**src/rtl/q31_fiveway_arbiter_if.sv**
```systemverilog
// Request/grant and Q31 data bundle between five requesters and the shared selector.
interface q31_fiveway_arbiter_if;
  logic [4:0]         req;
  logic               done;
  logic signed [31:0] in0;
  logic signed [31:0] in1;
  logic signed [31:0] in2;
  logic signed [31:0] in3;
  logic signed [31:0] in4;
  logic [4:0]         grant;
  logic [2:0]         sel;
  logic signed [31:0] out;
  logic               out_valid;
  logic               timeout;

  modport master (
    output req, done, in0, in1, in2, in3, in4,
    input  grant, sel, out, out_valid, timeout
  );

  modport slave (
    input  req, done, in0, in1, in2, in3, in4,
    output grant, sel, out, out_valid, timeout
  );
endinterface

```
**src/rtl/q31_fiveway_arbiter.sv**
```systemverilog
// Round-robin arbiter granting one of five requesters a shared Q31 path; the owner's
// word is registered one cycle behind its select and released on done, abandon or timeout.
module q31_fiveway_arbiter #(
  parameter int MAX_HOLD = 64,
  parameter int CNT_W    = 8
) (
  input  logic                   clock,
  input  logic                   reset,
  q31_fiveway_arbiter_if.slave   bus
);
  localparam int DATA_W = 32;

  typedef enum logic {IDLE, BUSY} state_t;

  state_t                    state_p0, state_nxt;
  logic [2:0]                last_p0, last_nxt;
  logic [2:0]                sel_p0, sel_nxt;
  logic [4:0]                grant_p0, grant_nxt;
  logic [CNT_W-1:0]          cnt_p0, cnt_nxt;
  logic                      to_p0, to_nxt;
  logic signed [DATA_W-1:0]  out_p1, out_nxt;
  logic                      vld_p1, vld_nxt;

  // Scan last+1, last+2, ... modulo 5; the nearest set request wins.
  function automatic logic [2:0] pick(input logic [4:0] r, input logic [2:0] l);
    logic [2:0] w;
    int         t;
    w = l;
    for (int k = 5; k >= 1; k--) begin
      t = int'(l) + k;
      if (t >= 5) t = t - 5;
      if (r[t]) w = 3'(t);
    end
    return w;
  endfunction

  function automatic logic signed [DATA_W-1:0] mux5(
    input logic [2:0]                s,
    input logic signed [DATA_W-1:0]  a0, a1, a2, a3, a4
  );
    case (s)
      3'd0:    return a0;
      3'd1:    return a1;
      3'd2:    return a2;
      3'd3:    return a3;
      3'd4:    return a4;
      default: return a0;
    endcase
  endfunction

  always_comb begin
    state_nxt = state_p0;
    last_nxt  = last_p0;
    sel_nxt   = sel_p0;
    grant_nxt = grant_p0;
    cnt_nxt   = cnt_p0;
    to_nxt    = 1'b0;
    out_nxt   = out_p1;
    vld_nxt   = 1'b0;
    case (state_p0)
      IDLE: begin
        grant_nxt = '0;
        if (bus.req != 5'b0) begin
          sel_nxt   = pick(bus.req, last_p0);
          grant_nxt = 5'b00001 << sel_nxt;
          cnt_nxt   = '0;
          state_nxt = BUSY;
        end
      end
      BUSY: begin
        out_nxt = mux5(sel_p0, bus.in0, bus.in1, bus.in2, bus.in3, bus.in4);
        vld_nxt = 1'b1;
        cnt_nxt = cnt_p0 + CNT_W'(1);
        // done and abandon take precedence, so timeout only flags a genuinely forced release
        if (bus.done || !bus.req[sel_p0] || (cnt_p0 == CNT_W'(MAX_HOLD - 1))) begin
          to_nxt    = !bus.done && bus.req[sel_p0];
          grant_nxt = '0;
          last_nxt  = sel_p0;
          state_nxt = IDLE;
        end
      end
      default: state_nxt = IDLE;
    endcase
  end

  // Stage p0: control state; stage p1: registered owner word one cycle behind sel
  always_ff @(posedge clock) begin
    if (reset) begin
      state_p0 <= IDLE;
      last_p0  <= 3'd4;
      sel_p0   <= '0;
      grant_p0 <= '0;
      cnt_p0   <= '0;
      to_p0    <= 1'b0;
      out_p1   <= '0;
      vld_p1   <= 1'b0;
    end else begin
      state_p0 <= state_nxt;
      last_p0  <= last_nxt;
      sel_p0   <= sel_nxt;
      grant_p0 <= grant_nxt;
      cnt_p0   <= cnt_nxt;
      to_p0    <= to_nxt;
      out_p1   <= out_nxt;
      vld_p1   <= vld_nxt;
    end
  end

  assign bus.grant     = grant_p0;
  assign bus.sel       = sel_p0;
  assign bus.out       = out_p1;
  assign bus.out_valid = vld_p1;
  assign bus.timeout   = to_p0;
endmodule

```
**src/flat_wrapper.sv**
```systemverilog
// flat-port wrapper written by rule: the top's interface ports become plain ports
module q31_fiveway_arbiter_flat 
#(
  parameter int MAX_HOLD = 64,
  parameter int CNT_W    = 8
)
  (clock, reset, bus_req, bus_done, bus_in0, bus_in1, bus_in2, bus_in3, bus_in4, bus_grant, bus_sel, bus_out, bus_out_valid, bus_timeout);
  q31_fiveway_arbiter_if bus_i ();
  input  logic clock;
  input  logic reset;
  input wire logic [$bits(bus_i.req)-1:0] bus_req;
  input wire logic [$bits(bus_i.done)-1:0] bus_done;
  input wire logic [$bits(bus_i.in0)-1:0] bus_in0;
  input wire logic [$bits(bus_i.in1)-1:0] bus_in1;
  input wire logic [$bits(bus_i.in2)-1:0] bus_in2;
  input wire logic [$bits(bus_i.in3)-1:0] bus_in3;
  input wire logic [$bits(bus_i.in4)-1:0] bus_in4;
  output wire logic [$bits(bus_i.grant)-1:0] bus_grant;
  output wire logic [$bits(bus_i.sel)-1:0] bus_sel;
  output wire logic [$bits(bus_i.out)-1:0] bus_out;
  output wire logic [$bits(bus_i.out_valid)-1:0] bus_out_valid;
  output wire logic [$bits(bus_i.timeout)-1:0] bus_timeout;
  assign bus_i.req = bus_req;
  assign bus_i.done = bus_done;
  assign bus_i.in0 = bus_in0;
  assign bus_i.in1 = bus_in1;
  assign bus_i.in2 = bus_in2;
  assign bus_i.in3 = bus_in3;
  assign bus_i.in4 = bus_in4;
  assign bus_grant = bus_i.grant;
  assign bus_sel = bus_i.sel;
  assign bus_out = bus_i.out;
  assign bus_out_valid = bus_i.out_valid;
  assign bus_timeout = bus_i.timeout;
  q31_fiveway_arbiter #(.MAX_HOLD(MAX_HOLD), .CNT_W(CNT_W)) u_core (.clock(clock), .reset(reset), .bus(bus_i));
endmodule
```
**config.mk**
```make
export PLATFORM = sky130hd
export DESIGN_NAME = q31_fiveway_arbiter_flat
export DESIGN_NICKNAME = d
export VERILOG_FILES = /design/src/rtl/q31_fiveway_arbiter_if.sv /design/src/rtl/q31_fiveway_arbiter.sv /design/src/flat_wrapper.sv
export SDC_FILE = /design/constraint.sdc
export NUM_CORES = 1
export LEC_CHECK = 0
export CAP_MARGIN = 20
export CORE_ASPECT_RATIO = 0.8
export CORE_UTILIZATION = 45
export CTS_CLUSTER_SIZE = 10
export DETAILED_ROUTE_END_ITERATION = 8
export GPL_ROUTABILITY_DRIVEN = 0
export GPL_TIMING_DRIVEN = 0
export HOLD_SLACK_MARGIN = 0.06
export PLACE_DENSITY = 0.84
export SLEW_MARGIN = 30
export SYNTH_ARGS = -nofsm -noshare
export SYNTH_HDL_FRONTEND = slang
export SYNTH_SLANG_ARGS = --single-unit
```
**constraint.sdc**
```tcl
create_clock -name clock -period 4.55 [get_ports clock]
set_input_delay 0.91 -clock clock [delete_from_list [all_inputs] [get_ports clock]]
set_output_delay 0.91 -clock clock [all_outputs]
set_load 0.02 [all_outputs]
```
# == Word level (Yosys, flattened, before mapping) ==
# Index checks and enable logic that the tools add are counted.
# W data, S select, Z words.
# word_totals
reg_bits,54
out_inout_bits,42
wordCells,98
# classes
addsub,11
magnitude_cmp,11
eq_ne,7
n_shift,1
n_mux,49
n_bitwise,2
n_reduce_logical,9
# op_table
operator,count
$mux W32,15
$ge A32 B4 Y1 const B,5
$lt A32 B5 Y1 const B,5
$sub A32 B4 Y32 const B,5
$pmux W32 S4,1
$mux W3,7
$bmux W1 S3,6
$pmux W8 S2,1
$mux W1,14
$mux W5,2
$pmux W5 S2,1
$add A3 B2 Y4 const B,2
$add A3 B3 Y4 const B,2
$add A8 B1 Y8 const B,1
$eq A8 B6 Y1 const B,1
$mux W8,1
$eq A3 B2 Y1 const B,2
$reduce_bool A5 Y1,1
$shl A1 B3 Y5 const A,1
$add A3 B1 Y4 const B,1
$lt A3 B4 Y1 const B,1
$reduce_and A2 Y1,2
$eq A3 B1 Y1 const B,1
$eq A3 B3 Y1 const B,1
other kinds (8),11

# == Longest topological paths before layout ==
# logic_depth
depth_word,18
mapped_depth,14

# == Least setup slack after synthesis ==
# Ideal clock, no wire load.
# synth_timing
path_kind,register to register
start,reg u_core.last_p0[0]
end,"reg u_core.grant_p0[0], in the netlist u_core.bus.grant[0]"
arrival_time_ps,2970
setup_slack_ps,1463
stages_incl_launch_ff,15
n_path_buf,2
cell_sequence,dfxtp_1 > buf_6 > buf_4 > inv_1 > ha_1 > inv_1 > fa_1 > a21o_1 > a211oi_1 > o32a_2 > o2111ai_1 > a311o_1 > a31o_1 > o211a_4 > a32o_1
# synth_via
elab_chain_len,18
elab_cells_between_ends,55
classes_between,add/sub: 10; order compare: 5; shift: 1; mux: 39
# synth_lines
item,line_no,rtl
"start, declared",q31_fiveway_arbiter.sv:16,"logic [2:0] last_p0, last_nxt;"
"start signal, assigned",q31_fiveway_arbiter.sv:99,last_p0 <= last_nxt;
$add A3 B3 Y4,q31_fiveway_arbiter.sv:30,t = int'(l) + k;
$sub A32 B4 Y32 or $ge A32 B4 Y1 (tied branches),q31_fiveway_arbiter.sv:31,if (t >= 5) t = t - 5;
$mux W32,q31_fiveway_arbiter.sv:31,
$mux W32,q31_fiveway_arbiter.sv:63,if (bus.req != 5'b0) begin
$mux W32,q31_fiveway_arbiter.sv:60,case (state_p0)
$bmux W1 S3,q31_fiveway_arbiter.sv:32,if (r[t]) w = 3'(t);
$mux W1 (implied by the code) (2 in series),q31_fiveway_arbiter.sv:32,
$mux W3 (4 in series),q31_fiveway_arbiter.sv:32,
$mux W3 (*),q31_fiveway_arbiter.sv:32,
$mux W3 (*),q31_fiveway_arbiter.sv:63,
$mux W3 (*),q31_fiveway_arbiter.sv:60,
$shl A1 B3 Y5 (*),q31_fiveway_arbiter.sv:65,grant_nxt = 5'b00001 << sel_nxt;
$mux W5 (*),q31_fiveway_arbiter.sv:63,
$pmux W5 S2 (*),q31_fiveway_arbiter.sv:60,
"end signal, assigned",q31_fiveway_arbiter.sv:101,grant_p0 <= grant_nxt;
"end, declared",q31_fiveway_arbiter.sv:18,"logic [4:0] grant_p0, grant_nxt;"
# Mark *: on every way between the ends. The rest lies on a longest branch, timed or not. The select of a mux whose other input is x is not followed.
# A chain may end at the register's enable or synchronous reset.

# == Worst setup path in the final report ==
# layout_timing
start,reg u_core.last_p0[1]
end,"reg u_core.grant_p0[4], in the netlist u_core.bus.grant[4]"
# The elaborated chain is that of the path after synthesis.

==> metrics.txt <==
outcome=finished, final reports clean; Int Pwr=1.43 mW; post_cts resized=0; logic gate share of total power=57.2%; Pwr Total=2.46 mW; slowest stage delay, CP=0.50 ns; clk buf depth=2; post-route cell area=6800 sq um; Max Cap Viol=0; clock skew=0.0103 ns; first-pass GRT wire length=27400 um; port bufs=209; Sink Count=54; crit start category=register; most frequent cells after synthesis=a21oi_1 (78), nor2_1 (68), dfxtp_1 (54); PwrDens=362 nW/um^2; Chip Height=90.4 um; fin nets=996; Switching Fraction=41.9%; library cells used by synthesis=75; DR pass1 iterations=8; Seq pwr share=24.3%; Finish-stage setup viols=0; Antenna Nets Post-Route=0; global route overflow=0; root buf cell=clkbuf_16; CTS tree=done; crit-path leading delay family=compound AO/OA/AOI/OAI gates; slowest CP cell=dfxtp_1; Final Cycle Share=82.0%; Syn Nets=780; antenna cells=0; Synth Area in Simple Gates=16.9%; HPWL after DPL=14400 um; GRT Overall Usage=33.9%; post-CTS setup buffers=0; final hold viol count=0; cells after synthesis=598; Clk pwr share=18.5%; mux contribution to synthesized area=4.24%; row count=31; CTS Hold Buffers Added=0; CP Buf/Inv Count=2; largest net degree at the start of global routing=19; yosys warns=0; fin crit period=3.73 ns; Initial Util=47.4%; layout cells sized above 1=5.89%; Num CTS Buffers=5; syn avg cell area=7.35 sq um; Worst-Margin Slew=0.777 ns; routed len/inst=19.4 um; Synth Area in Compound Gates=40.4%; most common cell in the netlist=a21oi_1; Yosys top cell by area=dfxtp_1; CP arrival=3.92 ns; post-layout util=73.4%; adder-cell share of the synthesized area=4.16%; Vias/cell=6.15; ranking of synthesized cells by area=dfxtp_1 (25%), a21oi_1 (8.9%), a211oi_1 (5.8%); # DRC=0; Total Wirelength=18000 um; synthesized area=4390 sq um; Worst slew margin=47.6%; initial antenna violation count=0; io pins=210; Layout area overhead=54.8%; worst-path fanout max=9; top-area cell type share of the netlist area=24.6%; RSZ-0062 raised after global routing=false; H-tree depth=2; vias in the first global route=5300; Fillers=712; sequential fraction of the synthesis area=24.6%; core footprint=9270 sq um; via count=5724; number of synthesized flops with an enable pin=0; Die ar.=10200 sq um; fin. max-slew vios=0; Multi-input gate area=2920 sq um; critical-path cell list=buf_2, inv_1, ha_1, ha_1, and2_1, a21oi_1, nor4_1, a31oi_1, a21oi_1, a311o_1, and2_4, a32o_1; Setup TNS=0 ns; critical path endpoint category=register; NetSw=1.03 mW; main combinational cell family by area after synthesis=compound AO/OA/AOI/OAI gates; chip width=112 um; Post-synth top flop=dfxtp_1; Reg area=1080 sq um; placed standard-cell area=6630 sq um; Yosys reg bits=54; Hold Crit Class=reg2reg; VDD IR max=0.189 mV; critical path type=reg2reg; CTS clk-pin slew, worst paths=0.08 ns; Worst-Skew Late Latency=0.30 ns; Required @ worst endpoint=4.74 ns; Peak Freq=0.268 GHz; 1st-iter DRT viols=474; Async S/R FF share, synth=0%; Post-Synth XOR/XNOR Area=0.797%; P_leak=2.50 nW
[cell usage in the layout (no fill, tap or decap), types with 18 or more instances in the layout]
master	Yosys	routed
clkbuf_1	37	37
inv_1	40	40
a211oi_1	34	34
dfxtp_1	54	54
o211ai_1	18	18
nand2_1	34	34
a21oi_1	78	78
nor2_1	68	68
clkdlybuf4s50_1	0	209
o21ai_0	24	24
a22oi_1	33	33
[sequential cells by signal, indices dropped and copies added (netlist names)]
signal                count
u_core.bus.sel            3
u_core.last_p0            3
u_core.bus.timeout        1
u_core.bus.grant          5
u_core.state_p0           1
u_core.bus.out_valid      1
u_core.cnt_p0             8
u_core.bus.out           32
[worst paths after layout]
| check | start | endpoint | slack, ns | cells past startpoint |
|---|---|---|---|---|
| max reg2reg | u_core.last_p0[1]$_SDFFE_PP0P_ | u_core.bus.grant[4]$_SDFFE_PP0P_ | 0.82 | 12 |
| min | u_core.bus.out[9]$_SDFFE_PP0P_ | u_core.bus.out[9]$_SDFFE_PP0P_ | 0.47 | 2 |
| max | u_core.last_p0[1]$_SDFFE_PP0P_ | u_core.bus.grant[4]$_SDFFE_PP0P_ | 0.82 | 12 |
| min reg2reg | u_core.bus.out[9]$_SDFFE_PP0P_ | u_core.bus.out[9]$_SDFFE_PP0P_ | 0.47 | 2 |
[power groups by stage]
stage | clock (mW) | sequential, mW | combinational [mW]
floorplan | 0 | 0.677 | 0.779
global placement | 0 | 0.602 | 1.34
detailed placement | 0 | 0.606 | 1.37
CTS | 0.453 | 0.597 | 1.38
global route | 0.474 | 0.607 | 1.51
finish | 0.455 | 0.599 | 1.41
[per-layer routing]
metal / up-vias / global-route usage (%) / share of wire, %
met1: 2695 / 43.9 / 41
met5: - / 0 / 0
met3: 45 / 6.31 / 9.0
li1: 2640 / - / -
met4: 0 / 11.0 / 3.1
met2: 344 / 56.8 / 47
[tightest hold or removal path, delay by kind of cell (launching register included)]
| family | cells | cell delay [ns] |
|---|---|---|
| AND/OR/NAND/NOR | 1 | 0.06 |
| flip-flops | 1 | 0.32 |
| AO/OA/AOI/OAI | 1 | 0.05 |
[per-stage QoR]
| step | instances | worst slack, ns | hold slack, ns |
|---|---|---|---|
| 2_1_floorplan | 598 | 1.46 | 0.452 |
| 3_3_place_gp | 922 | 1.11 | 0.448 |
| 3_5_place_dp | 922 | 0.929 | 0.455 |
| 4_1_cts | 930 | 0.918 | 0.467 |
| 5_1_grt | 930 | 0.691 | 0.490 |
| 6_report | 930 | 0.820 | 0.467 |
[cells by family after synthesis]
family	count (synthesis)
compound gates	258
xor+xnor	4
fa+ha+maj	14
buf+inv	95
flops	54
mux	14
simple gates	159
[cell type report]
class | count | area share (%)
timing repair buffer | 209 | 30.8
multi-input combinational | 449 | 42.9
sequential | 54 | 15.9
buffer | 55 | 3.55
clock buffer | 5 | 1.84
inverter | 40 | 2.21
clock inverter | 3 | 0.699
tap | 115 | 2.12
Note: power is estimated with default switching activity, not from simulation.
==> RTL edit (config.mk and constraints unchanged) <==
Make the reset (`reset`) asynchronous in one clocked block.
--- a/src/rtl/q31_fiveway_arbiter.sv
+++ b/src/rtl/q31_fiveway_arbiter.sv
@@ -86,3 +86,3 @@
   // Stage p0: control state; stage p1: registered owner word one cycle behind sel
-  always_ff @(posedge clock) begin
+  always_ff @(posedge clock or posedge reset) begin
     if (reset) begin
Behaviour: differs if reset is asserted again (counterexample within 4 cycles, from zero or initial values and one cycle with reset high); with reset held inactive, the same outputs for 10 cycles.
==> RTL edit against the unedited design <==
- design area up 5.6%
- area after synthesis up 8.5%
- sequential share of layout area increased by 2.9 points
- wire length shrank 6.9%
- core utilization fell by 3.5 points
- sequential cell count unchanged
- worst setup slack got worse by 0.12 ns
- critical path type unchanged
Power is not compared: it rests on default switching activity, and its combinational part moved more than twofold at a synthesized area within 25%.
==> RTL edit: results (changes against the unedited design) <==
| Metric | Value |
|---|---|
| Sequential area share after synthesis | `28.39% (was 24.61%)` |
| Commonest cells in the netlist | `53 x dfrtp_1, 49 x nor2_1, 40 x a21oi_1 (was 78 x a21oi_1, 68 x nor2_1, 54 x dfxtp_1)` |
| Critical path startpoint | `u_core.last_p0[0]$_DFFE_PP0P_ (was u_core.last_p0[1]$_SDFFE_PP0P_)` |
| Post-DP Area | `0.007034 sq mm (was 0.006629 sq mm)` |
| Routed wire length | `16,770 um (was 18,020 um)` |
| First-pass DRT Iterations | `5 (was 8)` |
| Relative max-transition margin | `46.78% (was 47.65%)` |
| Beginning of the worst hold path | `u_core.state_p0$_DFF_PP0_ (was u_core.bus.out[9]$_SDFFE_PP0P_)` |
| Pin count of the biggest net entering global routing | `40 (was 19)` |
| Wire length of the first global-routing pass | `24,410 um (was 27,370 um)` |
| Buffers on Ports | `207 (was 209)` |
| Clock latency at the later pin of the worst-skew pair | `0.30 ns (about the same)` |
| Via count of the first global-routing pass | `4,669 (was 5,300)` |
| Path depth of the worst reg2reg path | `13 (was 12)` |
| Cell count after placement | `827 (was 922)` |
| Status | `finished, final reports clean (unchanged)` |
| Net count of the mapped netlist | `661 (was 780)` |
| Count of distinct cell types in the synthesized netlist | `67 (was 75)` |
| Max stage delay on crit path | `0.42 ns (was 0.50 ns)` |
| Share of flip-flops with an asynchronous set or reset | `100.0% (was 0%)` |
| Peak fanout along the critical path | `10 (was 9)` |
| Net total in the final layout | `876 (was 996)` |
| Detail Placement HPWL | `13,550 um (was 14,360 um)` |
| Via density | `5.969 (was 6.155)` |
| Gate Count Post-Synth | `479 (was 598)` |
| Worst setup skew after layout | `0.01007 ns (was 0.01034 ns)` |
-- RTL edit: cell count changes in the layout (fill, tap and decap cells not counted), sizes merged, moves of 30 or more --
| cell | delta |
|---|---|
| a22oi | -32 |
| dfrtp | +53 |
| a21oi | -39 |
| inv | -30 |
| dfxtp | -54 |
| a211oi | -31 |
| mux4 | +32 |
-- RTL edit: cell type report --
cell class	count	area share [%]
multi-input cells	377	44.66
repair buffers	208	29.11
flip-flops and latches	54	18.82
well taps	140	2.438
plain buffers	37	2.246
clock buffers	5	1.741
inverters	11	0.6094
clock inverters	3	0.3657
-- RTL edit: metal layers --
layer / GRT usage [%] / wire length, um / vias up
met5: 0 / 0 / -
met4: 8.439 / 548 / 0
met3: 6.194 / 1498 / 53
met2: 47.58 / 7887 / 315
met1: 40.58 / 6836 / 2379
li1: - / - / 2237
-- RTL edit: per-stage QoR --
step,utilization (%),setup WS (ns),hold slack [ns]
floorplan,-,1.272,0.3519
global route,69.89,0.5044,0.3910
CTS,69.89,0.8193,0.3778
finish,69.89,0.7032,0.3777
global placement,68.20,0.7192,0.3615
detailed placement,68.42,0.7369,0.3594
-- RTL edit: cells by family (layout without fill, tap and decap cells) --
kind of cell / after synthesis / count (layout) / synth area share [%]
compound gates: 124 / 124 / 17.57
xor+xnor: 7 / 7 / 1.287
fa+ha+maj: 14 / 14 / 3.834
buf+inv: 48 / 264 / 4.254
flops: 54 / 54 / 28.39
mux: 99 / 99 / 30.83
simple gates: 133 / 133 / 13.84
-- RTL edit: worst paths after layout --
check,end,slack [ns]
setup reg to reg,u_core.bus.grant[0]$_DFFE_PP0P_,0.70
setup / recovery,u_core.bus.grant[0]$_DFFE_PP0P_,0.70
hold reg to reg,u_core.bus.out_valid$_DFF_PP0_,0.38
max in group asynchronous,u_core.last_p0[2]$_DFFE_PP1P_,3.11
min in group asynchronous,u_core.bus.out[15]$_DFFE_PP0P_,0.90
hold / removal,u_core.bus.out_valid$_DFF_PP0_,0.38
-- RTL edit: power groups by stage --
stage | clock [uW] | combinational [uW] | sequential, uW
finish | 391 | 3900 | 874
global route | 411 | 4160 | 897
CTS | 392 | 3840 | 869
detailed placement | 0 | 3810 | 873
global placement | 0 | 3700 | 864
floorplan | 0 | 2490 | 1050
-- RTL edit: worst reg2reg max path, delay by kind of cell, from the launching register on --
family | cells | cell delay (ns)
adders and majority gates | 2 | 0.61
DFF | 1 | 0.42
AOI/OAI and AO/OA | 4 | 1.31
buffers and inverters | 3 | 0.60
and+or+nand+nor | 4 | 0.84
